## src/rtl/pattern_tx_pkg.sv

```systemverilog
// pattern_tx shared definitions
// FSM state encoding and default parameter values
package pattern_tx_pkg;

  localparam int PAT_W_DEF = 4;
  localparam int CNT_W_DEF = 8;
  localparam int GAP_W_DEF = 4;

  localparam logic [1:0] IDLE = 2'b00;
  localparam logic [1:0] SEND = 2'b01;
  localparam logic [1:0] GAPW = 2'b10;
  localparam logic [1:0] FIN  = 2'b11;

endpackage

```

## src/rtl/tx_piso.sv

```systemverilog
// tx_piso: MSB-first parallel-in serial-out shifter
// The MSB leaves on load, so only the lower W-1 bits are stored
module tx_piso #(
  parameter int W  = 4,
  parameter int IW = $clog2(W)
) (
  input  logic          clk_i,
  input  logic          rst_i,
  input  logic          load_i,
  input  logic          shift_i,
  input  logic [W-2:0]  din_i,
  output logic          nxt_o,
  output logic [IW-1:0] idx_o
);

  logic [W-2:0]  sh_q;
  logic [IW-1:0] idx_q;

  // load remaining bits and index, or advance one bit
  always_ff @(posedge clk_i or posedge rst_i) begin
    if (rst_i) begin
      sh_q  <= '0;
      idx_q <= '0;
    end else if (load_i) begin
      sh_q  <= din_i;
      idx_q <= IW'(W - 1);
    end else if (shift_i) begin
      sh_q  <= sh_q << 1;
      idx_q <= idx_q - IW'(1);
    end
  end

  assign nxt_o = sh_q[W-2];
  assign idx_o = idx_q;

endmodule

```

## src/rtl/pattern_tx.sv

```systemverilog
// pattern_tx: repeating serial pattern transmitter
// Optional parity bit per repetition: PATTERN_TX_PARITY_BIT_EN
module pattern_tx
  import pattern_tx_pkg::*;
#(
  parameter int PAT_W = PAT_W_DEF,
  parameter int CNT_W = CNT_W_DEF,
  parameter int GAP_W = GAP_W_DEF
) (
  input  logic             CLK,
  input  logic             RST,
  input  logic             START,
  input  logic             STOP,
  input  logic [PAT_W-1:0] PAT,
  input  logic [CNT_W-1:0] REPS,
  input  logic [GAP_W-1:0] GAP,
  output logic             OUT,
  output logic             VALID,
  output logic             LAST,
  output logic             BUSY,
  output logic             DONE
);

  localparam int IW = $clog2(PAT_W);

  logic [1:0]       state_q, state_d;
  logic [PAT_W-1:0] pat_q;
  logic [GAP_W-1:0] gap_q;
  logic [CNT_W-1:0] reps_q, reps_d;
  logic [GAP_W-1:0] gcnt_q, gcnt_d;
  logic             out_q, out_d;
  logic             valid_q, valid_d;
  logic             last_q, last_d;
  logic             busy_q, busy_d;
  logic             done_q, done_d;
  logic             accept, load, shift;
  logic [PAT_W-1:0] ld_pat;
  logic             nxt;
  logic [IW-1:0]    idx;
  logic             bit_end, rep_end;

  assign bit_end = (idx == '0);

`ifdef PATTERN_TX_PARITY_BIT_EN
  logic par_q, par_d;
  assign rep_end = par_q;
`else
  assign rep_end = bit_end;
`endif

  assign ld_pat = accept ? PAT : pat_q;

  tx_piso #(
    .W (PAT_W),
    .IW(IW)
  ) u_piso (
    .clk_i  (CLK),
    .rst_i  (RST),
    .load_i (load),
    .shift_i(shift),
    .din_i  (ld_pat[PAT_W-2:0]),
    .nxt_o  (nxt),
    .idx_o  (idx)
  );

  // next state and next registered outputs
  always_comb begin
    state_d = state_q;
    reps_d  = reps_q;
    gcnt_d  = gcnt_q;
    out_d   = 1'b0;
    valid_d = 1'b0;
    last_d  = 1'b0;
    busy_d  = 1'b0;
    done_d  = 1'b0;
    accept  = 1'b0;
    load    = 1'b0;
    shift   = 1'b0;
`ifdef PATTERN_TX_PARITY_BIT_EN
    par_d   = 1'b0;
`endif
    if (STOP) begin
      state_d = IDLE;
    end else begin
      unique case (state_q)
        IDLE: begin
          if (START) begin
            accept = 1'b1;
            busy_d = 1'b1;
            if (REPS != '0) begin
              state_d = SEND;
              reps_d  = REPS;
              load    = 1'b1;
              out_d   = PAT[PAT_W-1];
              valid_d = 1'b1;
            end else begin
              state_d = FIN;
              done_d  = 1'b1;
            end
          end
        end
        SEND: begin
          busy_d = 1'b1;
          if (rep_end) begin
            reps_d = reps_q - CNT_W'(1);
            if (reps_q == CNT_W'(1)) begin
              state_d = FIN;
              done_d  = 1'b1;
            end else if (gap_q != '0) begin
              state_d = GAPW;
              gcnt_d  = gap_q;
            end else begin
              load    = 1'b1;
              out_d   = pat_q[PAT_W-1];
              valid_d = 1'b1;
            end
`ifdef PATTERN_TX_PARITY_BIT_EN
          end else if (bit_end) begin
            par_d   = 1'b1;
            out_d   = ^pat_q;
            valid_d = 1'b1;
            last_d  = 1'b1;
`endif
          end else begin
            shift   = 1'b1;
            out_d   = nxt;
            valid_d = 1'b1;
`ifndef PATTERN_TX_PARITY_BIT_EN
            last_d  = (idx == IW'(1));
`endif
          end
        end
        GAPW: begin
          busy_d = 1'b1;
          if (gcnt_q == GAP_W'(1)) begin
            state_d = SEND;
            gcnt_d  = '0;
            load    = 1'b1;
            out_d   = pat_q[PAT_W-1];
            valid_d = 1'b1;
          end else begin
            gcnt_d = gcnt_q - GAP_W'(1);
          end
        end
        FIN: begin
          state_d = IDLE;
        end
      endcase
    end
  end

  // state, counters and output registers
  always_ff @(posedge CLK or posedge RST) begin
    if (RST) begin
      state_q <= IDLE;
      reps_q  <= '0;
      gcnt_q  <= '0;
      out_q   <= 1'b0;
      valid_q <= 1'b0;
      last_q  <= 1'b0;
      busy_q  <= 1'b0;
      done_q  <= 1'b0;
    end else begin
      state_q <= state_d;
      reps_q  <= reps_d;
      gcnt_q  <= gcnt_d;
      out_q   <= out_d;
      valid_q <= valid_d;
      last_q  <= last_d;
      busy_q  <= busy_d;
      done_q  <= done_d;
    end
  end

  // transfer parameters captured on an accepted start
  always_ff @(posedge CLK or posedge RST) begin
    if (RST) begin
      pat_q <= '0;
      gap_q <= '0;
    end else if (accept) begin
      pat_q <= PAT;
      gap_q <= GAP;
    end
  end

`ifdef PATTERN_TX_PARITY_BIT_EN
  // marks the parity-bit cycle of a repetition
  always_ff @(posedge CLK or posedge RST) begin
    if (RST) par_q <= 1'b0;
    else     par_q <= par_d;
  end
`endif

  assign OUT   = out_q;
  assign VALID = valid_q;
  assign LAST  = last_q;
  assign BUSY  = busy_q;
  assign DONE  = done_q;

endmodule

```

## config.mk

```make
export PLATFORM = sky130hd
export DESIGN_NAME = pattern_tx
export DESIGN_NICKNAME = d
export VERILOG_FILES = /design/src/rtl/pattern_tx_pkg.sv /design/src/rtl/tx_piso.sv /design/src/rtl/pattern_tx.sv
export SDC_FILE = /design/constraint.sdc
export NUM_CORES = 1
export LEC_CHECK = 0
export CAP_MARGIN = 25
export CORE_UTILIZATION = 59
export DETAILED_ROUTE_END_ITERATION = 7
export PLACE_DENSITY = 0.84
export SYNTH_ARGS = -nofsm -noshare
export SYNTH_HDL_FRONTEND = slang
export SYNTH_SLANG_ARGS = --single-unit
```

## constraint.sdc

```tcl
create_clock -name CLK -period 5.6 [get_ports CLK]
set_input_delay 0.84 -clock CLK [delete_from_list [all_inputs] [get_ports CLK]]
set_output_delay 0.84 -clock CLK [all_outputs]
set_load 0.02 [all_outputs]
```

==> Word level (Yosys, flattened, before mapping) <==
Cells that the tools add are included.
{ "op_classes": {"n_addsub": 3, "n_mul": 0, "div": 0, "n_lt_le_gt_ge": 0, "eq_ne": 15, "shifts": 0, "n_mux": 58, "n_bitwise": 1, "n_reduce_logical": 11} }
{ "ops": {"columns": ["op", "n"], "rows": [
  ["1-bit 2-to-1 mux", 31],
  ["8-bit 2-to-1 mux", 3],
  ["2-bit 2-to-1 mux", 9],
  ["4-bit 2-to-1 mux", 4],
  ["8-bit one-hot mux with 2 select lines", 1],
  ["2-bit != test, second input constant", 5],
  ["5-bit AND reduction", 2],
  ["3-bit 2-to-1 mux", 3],
  ["3-bit != test, second input constant", 3],
  ["1-bit one-hot mux with 3 select lines", 3],
  ["8-bit by 1-bit equality test with 1-bit output, second input constant", 1],
  ["2-bit one-hot mux with 4 select lines", 1],
  ["4-bit one-hot mux with 2 select lines", 1],
  ["8-bit nonzero test", 1],
  ["8-bit by 1-bit subtractor with 8-bit output, second input constant", 1],
  ["2-bit nonzero test", 3],
  ["2-bit by 1-bit equality test with 1-bit output, second input constant", 2],
  ["2-bit equality test, second input constant", 2],
  ["4-bit by 1-bit equality test with 1-bit output, second input constant", 1],
  ["2-bit zero test", 2],
  ["4-bit != test, second input constant", 1],
  ["1-bit one-hot mux with 2 select lines", 2],
  ["4-bit AND reduction", 1],
  ["4-bit nonzero test", 1],
  ["other kinds (4)", 4]
]} }
{ "totals": {"register_bits": 32, "latchBits": 0, "mem_bits_rw": 0, "mem_bits_ro": 0, "in_bits": 20, "out_inout_bits": 5, "mem_count": 0} }

==> Logic depth before layout (Yosys ltp) <==
Gate-level depths: netlist (run 1).
{ "logic_depth": {"word_depth": 7, "ltp_mapped": 8, "depth_no_buf": 6} }

==> Hierarchy <==
From an unflattened synthesis (run 1), not the netlist that was laid out.
{ "hier_totals": {"hier_cells": 191, "hier_area_um2": 1890.6} }
{ "modules_own_cells": {"columns": ["module", "n_inst", "cells_per_inst", "area_per_inst_um2"], "rows": [
  ["pattern_tx", 1, 171, 1667.8],
  ["tx_piso", 1, 20, 222.7]
]} }

==> Worst setup path after synthesis (run 1) <==
Ideal clock, no wire load.
{ "synth_path": {"path_type": "input -> register", "start": "input REPS[0]", "end": "register u_piso.sh_q[0]", "t_arrival_ns": 2.124, "path_slack_ns": 3.351, "stages": 4, "path_cell_list": "nor4_2 > a21oi_2 > o31ai_4 > mux2_2"} }
{ "synth_via": {"elab_chain_cells": 6, "word_cells_on_any_way": 7, "cone_classes": "5 x mux; 2 x reduce/logical"} }
{ "synth_rtl": {"columns": ["element", "line_no", "source"], "rows": [
  ["from (decl)", "pattern_tx.sv:15", "input logic [CNT_W-1:0] REPS,"],
  ["8-bit nonzero test *", "pattern_tx.sv:90", "if (REPS != '0) begin"],
  ["1-bit 2-to-1 mux *", "pattern_tx.sv:90", null],
  ["1-bit 2-to-1 mux *", "pattern_tx.sv:87", "if (START) begin"],
  ["1-bit one-hot mux with 3 select lines *", "pattern_tx.sv:85", "unique case (state_q)"],
  ["1-bit 2-to-1 mux *", "pattern_tx.sv:82", "if (STOP) begin"],
  ["3-bit 2-to-1 mux or 2-bit nonzero test (tied branches)", null, null],
  ["to (signal assigned)", "tx_piso.sv:25", "sh_q <= din_i;"],
  ["to (signal assigned)", "tx_piso.sv:28", "sh_q <= sh_q << 1;"],
  ["to (decl)", "tx_piso.sv:16", "logic [W-2:0] sh_q;"]
]} }
Mark *: on every way between the ends. The rest lies on a longest branch, timed or not.
A chain may end at the register's enable or synchronous reset.

==> Worst setup path in the final report (run 1) <==
{ "layout_path": {"start": "input REPS[4]", "end": "register u_piso.sh_q[2]"} }
The elaborated chain is that of the path after synthesis.

==> results.md, run 1 <==
- Status: completed
- Seq cells post-synth: 32
- M1 wire length: ~1.8 mm
- P_int: just under 0.0007 W
- Met2 wire length: roughly 2.1 mm
- Top sig layer: met4
- Effective utilization at floorplan: approximately 63%
- Met3 WL post-DR: around 240 um
- Final Hold Fails: 0
- RSZ-0062 raised after global routing: false
- Die X: between 50 and 60 um
- Place WS: 2599 ps
- Row count: 20
- Clk sinks: 32
- Layout net count: between 200 and 250
- Initial antenna violation count: 0
- Final Util: around three quarters
- Clk buf depth: 2
- Avg WL per Cell: around 16 um
- EDFF count, synth: 0
- Worst-Margin Slew: about 800 ps
- Max-Cap Viols: 0
- Rel. slew slack: a little under half
- Largest net degree at the start of global routing: 33
- IO Port Bufs: 24
- Post-DRT Antenna Nets: 0
- Hold_buf cts: 0
- Cts repair resizes: 0
- Pwr dens: roughly 500 nW/um^2
- Clock latency on the worst-skew pair: 340 ps
- Global-route wire length before repair: slightly above 7 mm
- Total Wirelength: about 4.2 mm
- Slowest cell on the critical path: nor4_2
- Post-synthesis instance total: around 190
- Sequential area share after synthesis: 41.61%
- Final-report setup violation count: 0
- WP data arrival: around 2900 ps
- Sequential power share: a little over a third
- Pleak: just under 1 nW
- Drt pass-1 iters: 4
- Die H: 59.11 um
- IO Pins: 25
- Gr usage total: 27.71%
- Vias in the first global route: around 1600
- Worst EP required: approximately 5800 ps
- Fin crit share: between 40% and 50%
- Cells along the critical path: clkdlybuf4s50_1 -> nor4_2 -> a21oi_2 -> o31ai_4 -> mux2_2
- Fin Clk Skew: between 10 and 15 ps
- Fmax: ~0.38 GHz
- Vias/cell: between 6 and 7
- Synth top area share: 41.61%
- Setup ws final: between 2000 and 3000 ps
- Asr flop ratio synth: 100.0%
- Die area: approximately 3500 um^2
- Congestion Overflow GR: 0
- Syn_area_per_cell: 10.08 um^2
- Area contributors post-synth: dfrtp_1 42%, mux2_2 7.6%, ha_1 7.2%, a21oi_1 3.4%, inv_1 3.3%
- Core area: approximately 3100 um^2
- Post-synth top flop: dfrtp_1
- Layout area overhead: 18.66%
- Crit Path Class: primary input to flop
- Remaining DRCs: 0
- Switching fraction of total power: between 40 and 50%
- Final min period: between 2000 and 3000 ps
- CTS root buffer: clkbuf_4
- Setup crit end kind: flop
- Syn. warnings: 0
- Distinct cell type count after synthesis: 50
- Worst-path clk slew: 100 ps
- WHS: between 500 and 600 ps
- Final GP Congestion: ~0.90
- Max VDD drop: between 200 and 300 uV
- Worst min-delay path class: flop to flop
- Inserted Diodes: 0
- DP HPWL: 3.227 mm
- Post-CTS Setup Bufs: 0
- NetSw: between 0.0004 and 0.0005 W
- Mapped Area: just under 2000 um^2
- Crit path launch type: primary input
- TritonCTS Buffers: 5
- Synth area leader: dfrtp_1
- Sum Neg Setup Slack: 0 ps
- Comb pwr share: about half
- CP max FO: 5
- Synthesized Nets: 222
- Slew Limit Fails: 0
- Clock share of power: between 10% and 20%
- Initial drt markers: between 100 and 150
- Max stage delay on crit path: between 600 and 700 ps
- H-tree levels: 2
- TritonCTS clock tree: done
- Vias: roughly 1600
- Layout cell share with drive strength beyond 1: between 15 and 20%
==> final timing paths <==
kind                                  from              end  slack [ps]  cells after the start
worst max-delay path               REPS[4]   u_piso.sh_q[2]        2930                      5
worst min-delay path              pat_q[0]         pat_q[0]         510                      1
worst max register to register  state_q[1]   u_piso.sh_q[2]        2950                      6
worst min register to register    pat_q[0]         pat_q[0]         510                      1
max in group asynchronous              RST        gcnt_q[0]        4420                      3
min in group asynchronous              RST  u_piso.idx_o[0]         880                      3
==> routing by layer <==
layer / up-vias / track usage [%]
met2: 61 / 46.10
met5: - / 0
met3: 11 / 8.079
met1: 745 / 32.34
met4: 0 / 14.63
li1: 765 / -
==> sequential cells by signal, indices dropped and copies added (netlist names) <==
signal and cells:
BUSY 1, DONE 1, LAST 1, OUT 1, VALID 1, gap_q 4
gcnt_q 4, pat_q 4, reps_q 8, state_q 2, u_piso.idx_o 2, u_piso.sh_q 3
==> layout by cell type, fill, tap and decap left out, drive strengths merged, types with 4 or more instances in the layout <==
cell type | Yosys | layout
dfrtp | 32 | 32
clkdlybuf4s50 | 0 | 24
inv | 17 | 17
a21oi | 14 | 14
mux2 | 13 | 13
nor2 | 12 | 12
ha | 11 | 11
nand2 | 9 | 9
nand3 | 6 | 6
nor3 | 5 | 5
a31oi | 5 | 5
clkbuf | 5 | 5
o22ai | 4 | 4
mux2i | 4 | 4
==> layout make-up <==
cell class	instances	area [um^2]
Multi-Input combinational cell	136	1036
Fill cell	234	794.5
Clock buffer	5	37.54
Clock inverter	3	42.54
Timing Repair Buffer	25	247.7
Tap cell	44	55.05
Inverter	17	63.81
Sequential cell	32	800.8
==> power groups by stage <==
| stage | Combinational (W) | Clock, W | Sequential [W] |
|---|---|---|---|
| CTS | 0.000548 | 0.000178 | 0.000415 |
| floorplan | 0.000415 | 0 | 0.000404 |
| global route | 0.000611 | 0.000187 | 0.000429 |
| detailed placement | 0.000546 | 0 | 0.000419 |
| finish | 0.000553 | 0.000172 | 0.000417 |
| global placement | 0.000516 | 0 | 0.000411 |
==> synthesized netlist by cell type, types with 2 or more instances <==
library cell  instances
a2111o_1              2
a2111oi_0             2
a211oi_1              2
a21oi_1              13
a311oi_1              3
a31oi_1               5
a32oi_1               2
and2_1                3
and3_1                2
clkbuf_1              5
dfrtp_1              32
ha_1                 11
inv_1                17
mux2_2               13
mux2i_1               4
nand2_1               9
nand2b_1              3
nand3_1               6
nor2_1               12
nor3_1                5
nor4_2                2
o211ai_1              2
o21ai_0               3
o22a_1                2
o22ai_1               4
or2_2                 2
or3_1                 2
==> kinds of logic (layout without fill, tap and decap cells) <==
family	Yosys count	count (layout)	share of synthesized area (%)
AOI/OAI and AO/OA	54	54	21.46
DFF	32	32	41.61
muxes	17	17	9.688
and+or+nand+nor	54	54	15.54
buffers and inverters	23	50	4.551
adders and majority gates	11	11	7.152
==> per-stage QoR <==
stage	instance area, um^2	total power (W)	instances
3_3_place_gp	2203	0.0009275	254
3_5_place_dp	2203	0.0009652	254
2_1_floorplan	1924	0.0008192	191
5_1_grt	2283	0.001227	262
6_report	2283	0.001141	262
4_1_cts	2283	0.001141	262
==> critical path: cells and delay by family <==
kind                   cells  cell delay (ps)
AND/OR/NAND/NOR            1              650
AO/OA/AOI/OAI              2              580
buffers and inverters      1              440
multiplexers               1              380
Note: power is estimated with default switching activity, not from simulation.
==> run 2, diff against run 1 <==
--- a/config.mk
+++ b/config.mk
@@ -6,9 +6,9 @@
 export NUM_CORES = 1
 export LEC_CHECK = 0
 export CAP_MARGIN = 25
-export CORE_UTILIZATION = 59
+export CORE_UTILIZATION = 49
 export DETAILED_ROUTE_END_ITERATION = 7
-export PLACE_DENSITY = 0.84
+export PLACE_DENSITY = 0.75
 export SYNTH_ARGS = -nofsm -noshare
 export SYNTH_HDL_FRONTEND = slang
 export SYNTH_SLANG_ARGS = --single-unit
==> constraint.sdc (replaced) <==
create_clock -name CLK -period 2.2 [get_ports CLK]
set_input_delay 0.33 -clock CLK [delete_from_list [all_inputs] [get_ports CLK]]
set_output_delay 0.33 -clock CLK [all_outputs]
set_load 0.02 [all_outputs]
==> run 2 against run 1 <==
Effect of this change: the flow now finishes with violations (negative setup slack); worst setup slack got worse by 2900 ps; flip-flop and latch count did not move; clock-buffer cell count did not move; die area rose by 20%; clock power rose to 3.3 times the previous value; routed wire length rose by 12%; register-to-register slack got worse by 3000 ps.
==> results.md, run 2 (synthesized netlist as in run 1, its figures left out) <==
- Grt met1 use: 34.05% (was 32.34%)
- Vias/cell: 5.899 (was 6.038)
- Layout cell share with drive strength beyond 1: 24.37% (was 16.06%)
- TritonCTS Buffers: 5 (unchanged)
- Pleak: 1.093 nW (was 0.9660 nW)
- Inserted Diodes: 0 (unchanged)
- Slew Limit Fails: 0 (unchanged)
- Crit path launch type: flop (was primary input)
- Initial drt markers: 158 (was 146)
- Die area: 4182 um^2 (was 3494 um^2)
- Total Wirelength: 4.748 mm (was 4.241 mm)
- Most frequent cells in the layout: 32 x dfrtp_1, 24 x clkdlybuf4s50_1, 21 x buf_4 (was 32 x dfrtp_1, 24 x clkdlybuf4s50_1, 17 x inv_1)
- Most Used Layer, Global Route: met2 (unchanged)
- Vias: 1687 (was 1582)
- Final non-filler cell total: 286 (was 262)
- Worst EP required: 2370 ps (was 5830 ps)
- IO Pins: 25 (unchanged)
- Worst R2R Start: reps_q[1] (was state_q[1])
- Max stage delay on crit path: 470 ps (was 650 ps)
- Met2 Resource Use GR: 39.74% (was 46.10%)
- Final-report setup violation count: 3 (was 0)
- Layout net count: 268 (was 248)
- Initial antenna violation count: 0 (unchanged)
- Final GP Congestion: 0.8583 (was 0.8986)
- Fin crit share: 100.4%
- Failing checks: negative setup slack
- H-tree levels: 2 (unchanged)
- Met3 GRT Util: 3.521% (was 8.079%)
- WP data arrival: 2380 ps (was 2900 ps)
- Clk sinks: 32 (unchanged)
- Setup ws final: -8.802 ps (was 2935 ps)
- Effective utilization at floorplan: 51.78% (was 62.52%)
- # fillers: 289 (was 234)
- CTS root buffer: clkbuf_8 (was clkbuf_4)
- Pwr dens: 1322 nW/um^2 (was 499.7 nW/um^2)
- Top reg by flops: reps_q (unchanged)
- Post-DRT Antenna Nets: 0 (unchanged)
- Worst R2R Setup Slack: -9 ps (was 2950 ps)
- Number of flip-flops in the largest register: 8 (unchanged)
- Setup crit end kind: flop (unchanged)
- Worst-path clk slew: 80 ps (was 100 ps)
- Post-DP Area: 2344 um^2 (was 2203 um^2)
- Sequential power share: 31.7% (was 36.5%)
- Clock latency on the worst-skew pair: 290 ps (was 340 ps)
- Max VDD drop: 708.6 uV (was 283.8 uV)
- Worst min-delay path class: primary input to asynchronous set/reset pin (was flop to flop)
- Fmax: ~0.45 GHz
- Slowest cell on the critical path: or4b_4 (was nor4_2)
- Final min period: ~2200 ps
- Final Util: 67.44% (was 74.19%)
- Max-Cap Viols: 0 (unchanged)
- Global-route wire length before repair: 7.817 mm (was 7.038 mm)
- Rel. slew slack: 60.56% (was 46.26%)
- P_int: 0.002005 W (was 0.0006739 W)
- Vias in the first global route: 1647 (was 1629)
- TritonCTS clock tree: done (unchanged)
- Reg2Reg Depth: 6 (unchanged)
- DP HPWL: 3.472 mm (was 3.227 mm)
- Drt pass-1 iters: 5 (was 4)
- Final Hold Fails: 0 (unchanged)
- Comb pwr share: 51.3% (was 48.5%)
- Clk buf depth: 2 (unchanged)
- Clock share of power: 17.1% (was 15.0%)
- Cells along the critical path: inv_2 -> ha_1 -> or4b_4 -> o2111a_2 -> o31ai_4 -> mux2_4 (was clkdlybuf4s50_1 -> nor4_2 -> a21oi_2 -> o31ai_4 -> mux2_2)
- Core area: 3716 um^2 (was 3078 um^2)
- IO Port Bufs: 24 (unchanged)
- Congestion Overflow GR: 0 (unchanged)
- Gr usage total: 24.65% (was 27.71%)
- Row count: 22 (was 20)
- Largest net degree at the start of global routing: 33 (unchanged)
- Layout area overhead: 30.23% (was 18.66%)
- CP max FO: 4 (was 5)
- Remaining DRCs: 0 (unchanged)
- NetSw: 0.001307 W (was 0.0004672 W)
- Crit Path Class: flop to flop (was primary input to flop)
- Fin Clk Skew: 10.54 ps (was 10.15 ps)
- Switching fraction of total power: 39.46% (was 40.94%)
- Status: finished with violations (was completed)
- RSZ-0062 raised after global routing: true (was false)
- Die H: 64.67 um (was 59.11 um)
- Dpl cells: 276 (was 254)
- Final Cell Area: 2506 um^2 (was 2283 um^2)
- Worst-Margin Slew: 576.7 ps (was 798.7 ps)
- Die X: 64.67 um (was 59.11 um)
- Avg WL per Cell: 16.60 um (was 16.19 um)
- Commonest non-fill, non-tap cell in the layout: dfrtp_1 (unchanged)
- Worst r2r dst: u_piso.sh_q[2] (unchanged)
[run 2: cell types whose count changed in the layout (fill, tap and decap cells not counted)]
cell | previous run | this run
buf_4 | 1 | 21
clkbuf_4 | 5 | 0
clkbuf_8 | 0 | 5
ha_1 | 11 | 9
ha_4 | 0 | 2
inv_1 | 17 | 16
inv_2 | 0 | 1
mux2_2 | 13 | 10
mux2_4 | 0 | 3
[run 2: area by class of cell]
| type | count | area [um^2] | area share, % |
|---|---|---|---|
| clock inverters | 3 | 42.54 | 1.697 |
| inverters | 17 | 63.81 | 2.546 |
| multi-input cells | 136 | 1072 | 42.79 |
| repair buffers | 45 | 397.9 | 15.88 |
| flip-flops and latches | 32 | 800.8 | 31.95 |
| well taps | 48 | 60.06 | 2.396 |
| clock buffers | 5 | 68.82 | 2.746 |
[run 2: what timing repair did]
item	in CTS	in global routing
cloned	0	0
pin swaps	0	3
hold buffers	0	0
setup endpoints to repair	3	10
setup buffers	1	1
gates resized for setup	0	8
[run 2: through the flow]
step	TNS [ps]	hold slack (ps)	worst slack, ps	power, W
floorplan	0	446.2	136.3	0.002085
global placement	0	481.9	50.96	0.002530
detailed placement	0	496.1	1.732	0.002615
CTS	0	437.0	19.70	0.003203
global route	-162.9	515.2	-52.72	0.003534
finish	-22.84	410.6	-8.802	0.003313
[run 2: how the worst max path moves through the flow]
stage | start | to | depth (start not counted)
after global placement | REPS[0] | u_piso.sh_q[0] | 5
after global routing | reps_q[1] | u_piso.sh_q[1] | 6
final | reps_q[1] | u_piso.sh_q[2] | 6
after floorplan | reps_q[1] | u_piso.sh_q[0] | 6
after detailed placement | reps_q[1] | u_piso.sh_q[2] | 6
after CTS | reps_q[1] | u_piso.sh_q[2] | 6
[run 2: power groups by stage]
stage | sequential (W) | clock (W) | combinational, W
after floorplan | 0.00103 | 0 | 0.00106
after global placement | 0.00103 | 0 | 0.00150
after detailed placement | 0.00105 | 0 | 0.00157
after CTS | 0.00104 | 0.000573 | 0.00159
after global routing | 0.00108 | 0.000593 | 0.00187
final | 0.00105 | 0.000565 | 0.00170
[run 2: metal layers]
| metal | wire length [um] | up-vias |
|---|---|---|
| met5 | 0 | - |
| met4 | 63 | 0 |
| met3 | 236 | 6 |
| met2 | 2292 | 67 |
| met1 | 2155 | 807 |
| li1 | - | 807 |
[run 2: critical path, delay by kind of cell, from the launching register on]
kind	cells	cell delay (ps)
AO/OA/AOI/OAI	2	650
adder cells (fa/ha/maj)	1	130
buffers and inverters	1	80
flip-flops	1	410
multiplexers	1	340
AND/OR/NAND/NOR	1	470
==> run 3, diff against run 2 <==
--- a/config.mk
+++ b/config.mk
@@ -8,6 +8,7 @@
 export CAP_MARGIN = 25
 export CORE_UTILIZATION = 49
 export DETAILED_ROUTE_END_ITERATION = 7
+export GPL_TIMING_DRIVEN = 0
 export PLACE_DENSITY = 0.75
 export SYNTH_ARGS = -nofsm -noshare
 export SYNTH_HDL_FRONTEND = slang
==> run 3 against run 2 <==
Effect of this change: the run still ends with negative setup slack left; global-route usage hardly changed; clock-buffer cell count stayed put; non-clock buffer count is 11 lower; power is 2.3% lower; register-to-register slack hardly changed; routed wire length is 0.34% higher; largest power group unchanged; worst hold slack worse by 1.3 ps; sequential power hardly changed; critical path type unchanged; highest routed layer unchanged; via count is 0.53% lower; design area is 1.3% lower; combinational power is 5% lower.
==> results.md, run 3 (synthesized netlist as in run 1, its figures left out) <==
- Total Wirelength: 4.764 mm (was 4.748 mm)
- Number of flip-flops in the largest register: 8 (unchanged)
- Final Cell Area: 2474 um^2 (was 2506 um^2)
- Initial drt markers: 155 (was 158)
- Drt pass-1 iters: 4 (was 5)
- Most frequent cells in the layout: 32 x dfrtp_1, 24 x clkdlybuf4s50_1, 16 x inv_1 (was 32 x dfrtp_1, 24 x clkdlybuf4s50_1, 21 x buf_4)
- Sum Neg Setup Slack: -40.16 ps (was -22.84 ps)
- DP HPWL: 3.378 mm (was 3.472 mm)
- Worst-path clk slew: 70 ps (was 80 ps)
- Effective utilization at floorplan: 51.78% (unchanged)
- Max VDD drop: 586.9 uV (was 708.6 uV)
- # fillers: 297 (was 289)
- Hold_buf cts: 0 (unchanged)
- Largest net degree at the start of global routing: 21 (was 33)
- Vias in the first global route: 1701 (was 1647)
- Post-DP Area: 2252 um^2 (was 2344 um^2)
- Commonest non-fill, non-tap cell in the layout: dfrtp_1 (unchanged)
- WP data arrival: 2380 ps (about the same)
- Die H: 64.67 um (unchanged)
- IO Port Bufs: 24 (unchanged)
- Clock latency on the worst-skew pair: 280 ps (was 290 ps)
- CTS root buffer: clkbuf_8 (unchanged)
- Failing checks: negative setup slack (unchanged)
- Inserted Diodes: 0 (unchanged)
- Final min period: 2215 ps (was 2209 ps)
- Core area: 3716 um^2 (unchanged)
- Clk buf depth: 2 (unchanged)
- Vias: 1678 (was 1687)
- Congestion Overflow GR: 0 (unchanged)
- Crit path launch type: flop (unchanged)
- Remaining DRCs: 0 (unchanged)
- Gr usage total: 24.65% (about the same)
- Avg WL per Cell: 17.32 um (was 16.60 um)
- Initial antenna violation count: 0 (unchanged)
- Vias/cell: 6.102 (was 5.899)
- H-tree levels: 2 (unchanged)
- Post-DRT Antenna Nets: 0 (unchanged)
- Layout area overhead: 28.54% (was 30.23%)
- Register area: 800.8 um^2 (unchanged)
- Rel. slew slack: 41.15% (was 60.56%)
- Crit Path Class: flop to flop (unchanged)
- TritonCTS clock tree: done (unchanged)
- Pleak: 1.040 nW (was 1.093 nW)
- Fin Clk Skew: 3.096 ps (was 10.54 ps)
- Row count: 22 (unchanged)
- Fin crit share: 100.7% (was 100.4%)
- Worst min-delay path class: primary input to asynchronous set/reset pin (unchanged)
- Setup crit end kind: flop (unchanged)
- Top reg by flops: reps_q (unchanged)
- Worst-Margin Slew: 874.6 ps (was 576.7 ps)
- Layout net count: 257 (was 268)
- Worst EP required: 2370 ps (about the same)
- Pwr Total: 0.003236 W (was 0.003313 W)
- Slew Limit Fails: 0 (unchanged)
- Die area: 4182 um^2 (unchanged)
- Die X: 64.67 um (unchanged)
- IO Pins: 25 (unchanged)
- Reg2Reg Depth: 5 (was 6)
- Fmax: 0.4514 GHz (was 0.4527 GHz)
- Global-route wire length before repair: 7.803 mm (was 7.817 mm)
- Multi-input combinational cell area: 1119 um^2 (was 1072 um^2)
- Clk sinks: 32 (unchanged)
- Setup ws final: -15.17 ps (was -8.802 ps)
- TritonCTS Buffers: 5 (unchanged)
- Layout cell share with drive strength beyond 1: 21.59% (was 24.37%)
- Max-Cap Viols: 0 (unchanged)
- Final-report setup violation count: 3 (unchanged)
- Status: finished with violations (unchanged)
- Final Util: 66.57% (was 67.44%)
- Pwr dens: 1308 nW/um^2 (was 1322 nW/um^2)
- CP max FO: 5 (was 4)
- Final Hold Fails: 0 (unchanged)
- RSZ-0062 raised after global routing: true (unchanged)
- Final GP Congestion: 0.8657 (was 0.8583)
-- run 3: repair_timing --
action / CTS / global route
gates resized for setup: 8 / 9
endpoints found under the setup margin: 13 / 12
pin swaps: 2 / 2
setup buffers: 3 / 1
-- run 3: layout make-up --
type	count	share of cell area [%]
Timing Repair Buffer	29	12.04
Multi-Input combinational cell	136	45.22
Buffer	5	0.8599
Inverter	17	2.580
Sequential cell	32	32.37
Tap cell	48	2.428
Clock buffer	5	2.782
Clock inverter	3	1.720
-- run 3: per-layer routing --
layer	part of all wire [%]	global-route usage, %
met2	49	40.26
met1	46	31.83
met3	3.7	5.282
met4	1.9	9.444
met5	0	0
-- run 3: power breakdown --
group | switching, W | internal [W]
Combinational | 0.000879 | 0.000737
Clock | 0.000220 | 0.000335
Sequential | 0.000210 | 0.000856
Total | 0.00131 | 0.00193
-- run 3: path summary, 6_finish.rpt --
check / slack (ps) / from / end
min reg2reg: 500 / pat_q[2] / pat_q[2]
max in group asynchronous: 1290 / RST / pat_q[0]
min in group CLK: 500 / pat_q[2] / pat_q[2]
max reg2reg: -20 / reps_q[0] / u_piso.sh_q[2]
min: 410 / RST / reps_q[5]
max: -20 / reps_q[0] / u_piso.sh_q[2]
-- run 3: critical path, cell delays in order (launching register included) --
cell and delay, ps:
dfrtp_1 460, ha_4 170, or4b_4 490, o2111a_2 320, o31ai_4 320, mux2_4 340
-- run 3: per-stage QoR --
| stage | hold WS (ps) | std cells | setup WS [ps] |
|---|---|---|---|
| after global routing | 472.5 | 275 | -71.90 |
| after global placement | 474.0 | 263 | -275.4 |
| after floorplan | 446.2 | 191 | 136.3 |
| after detailed placement | 482.5 | 264 | -311.8 |
| final | 409.3 | 275 | -15.17 |
| after CTS | 422.0 | 275 | -37.85 |
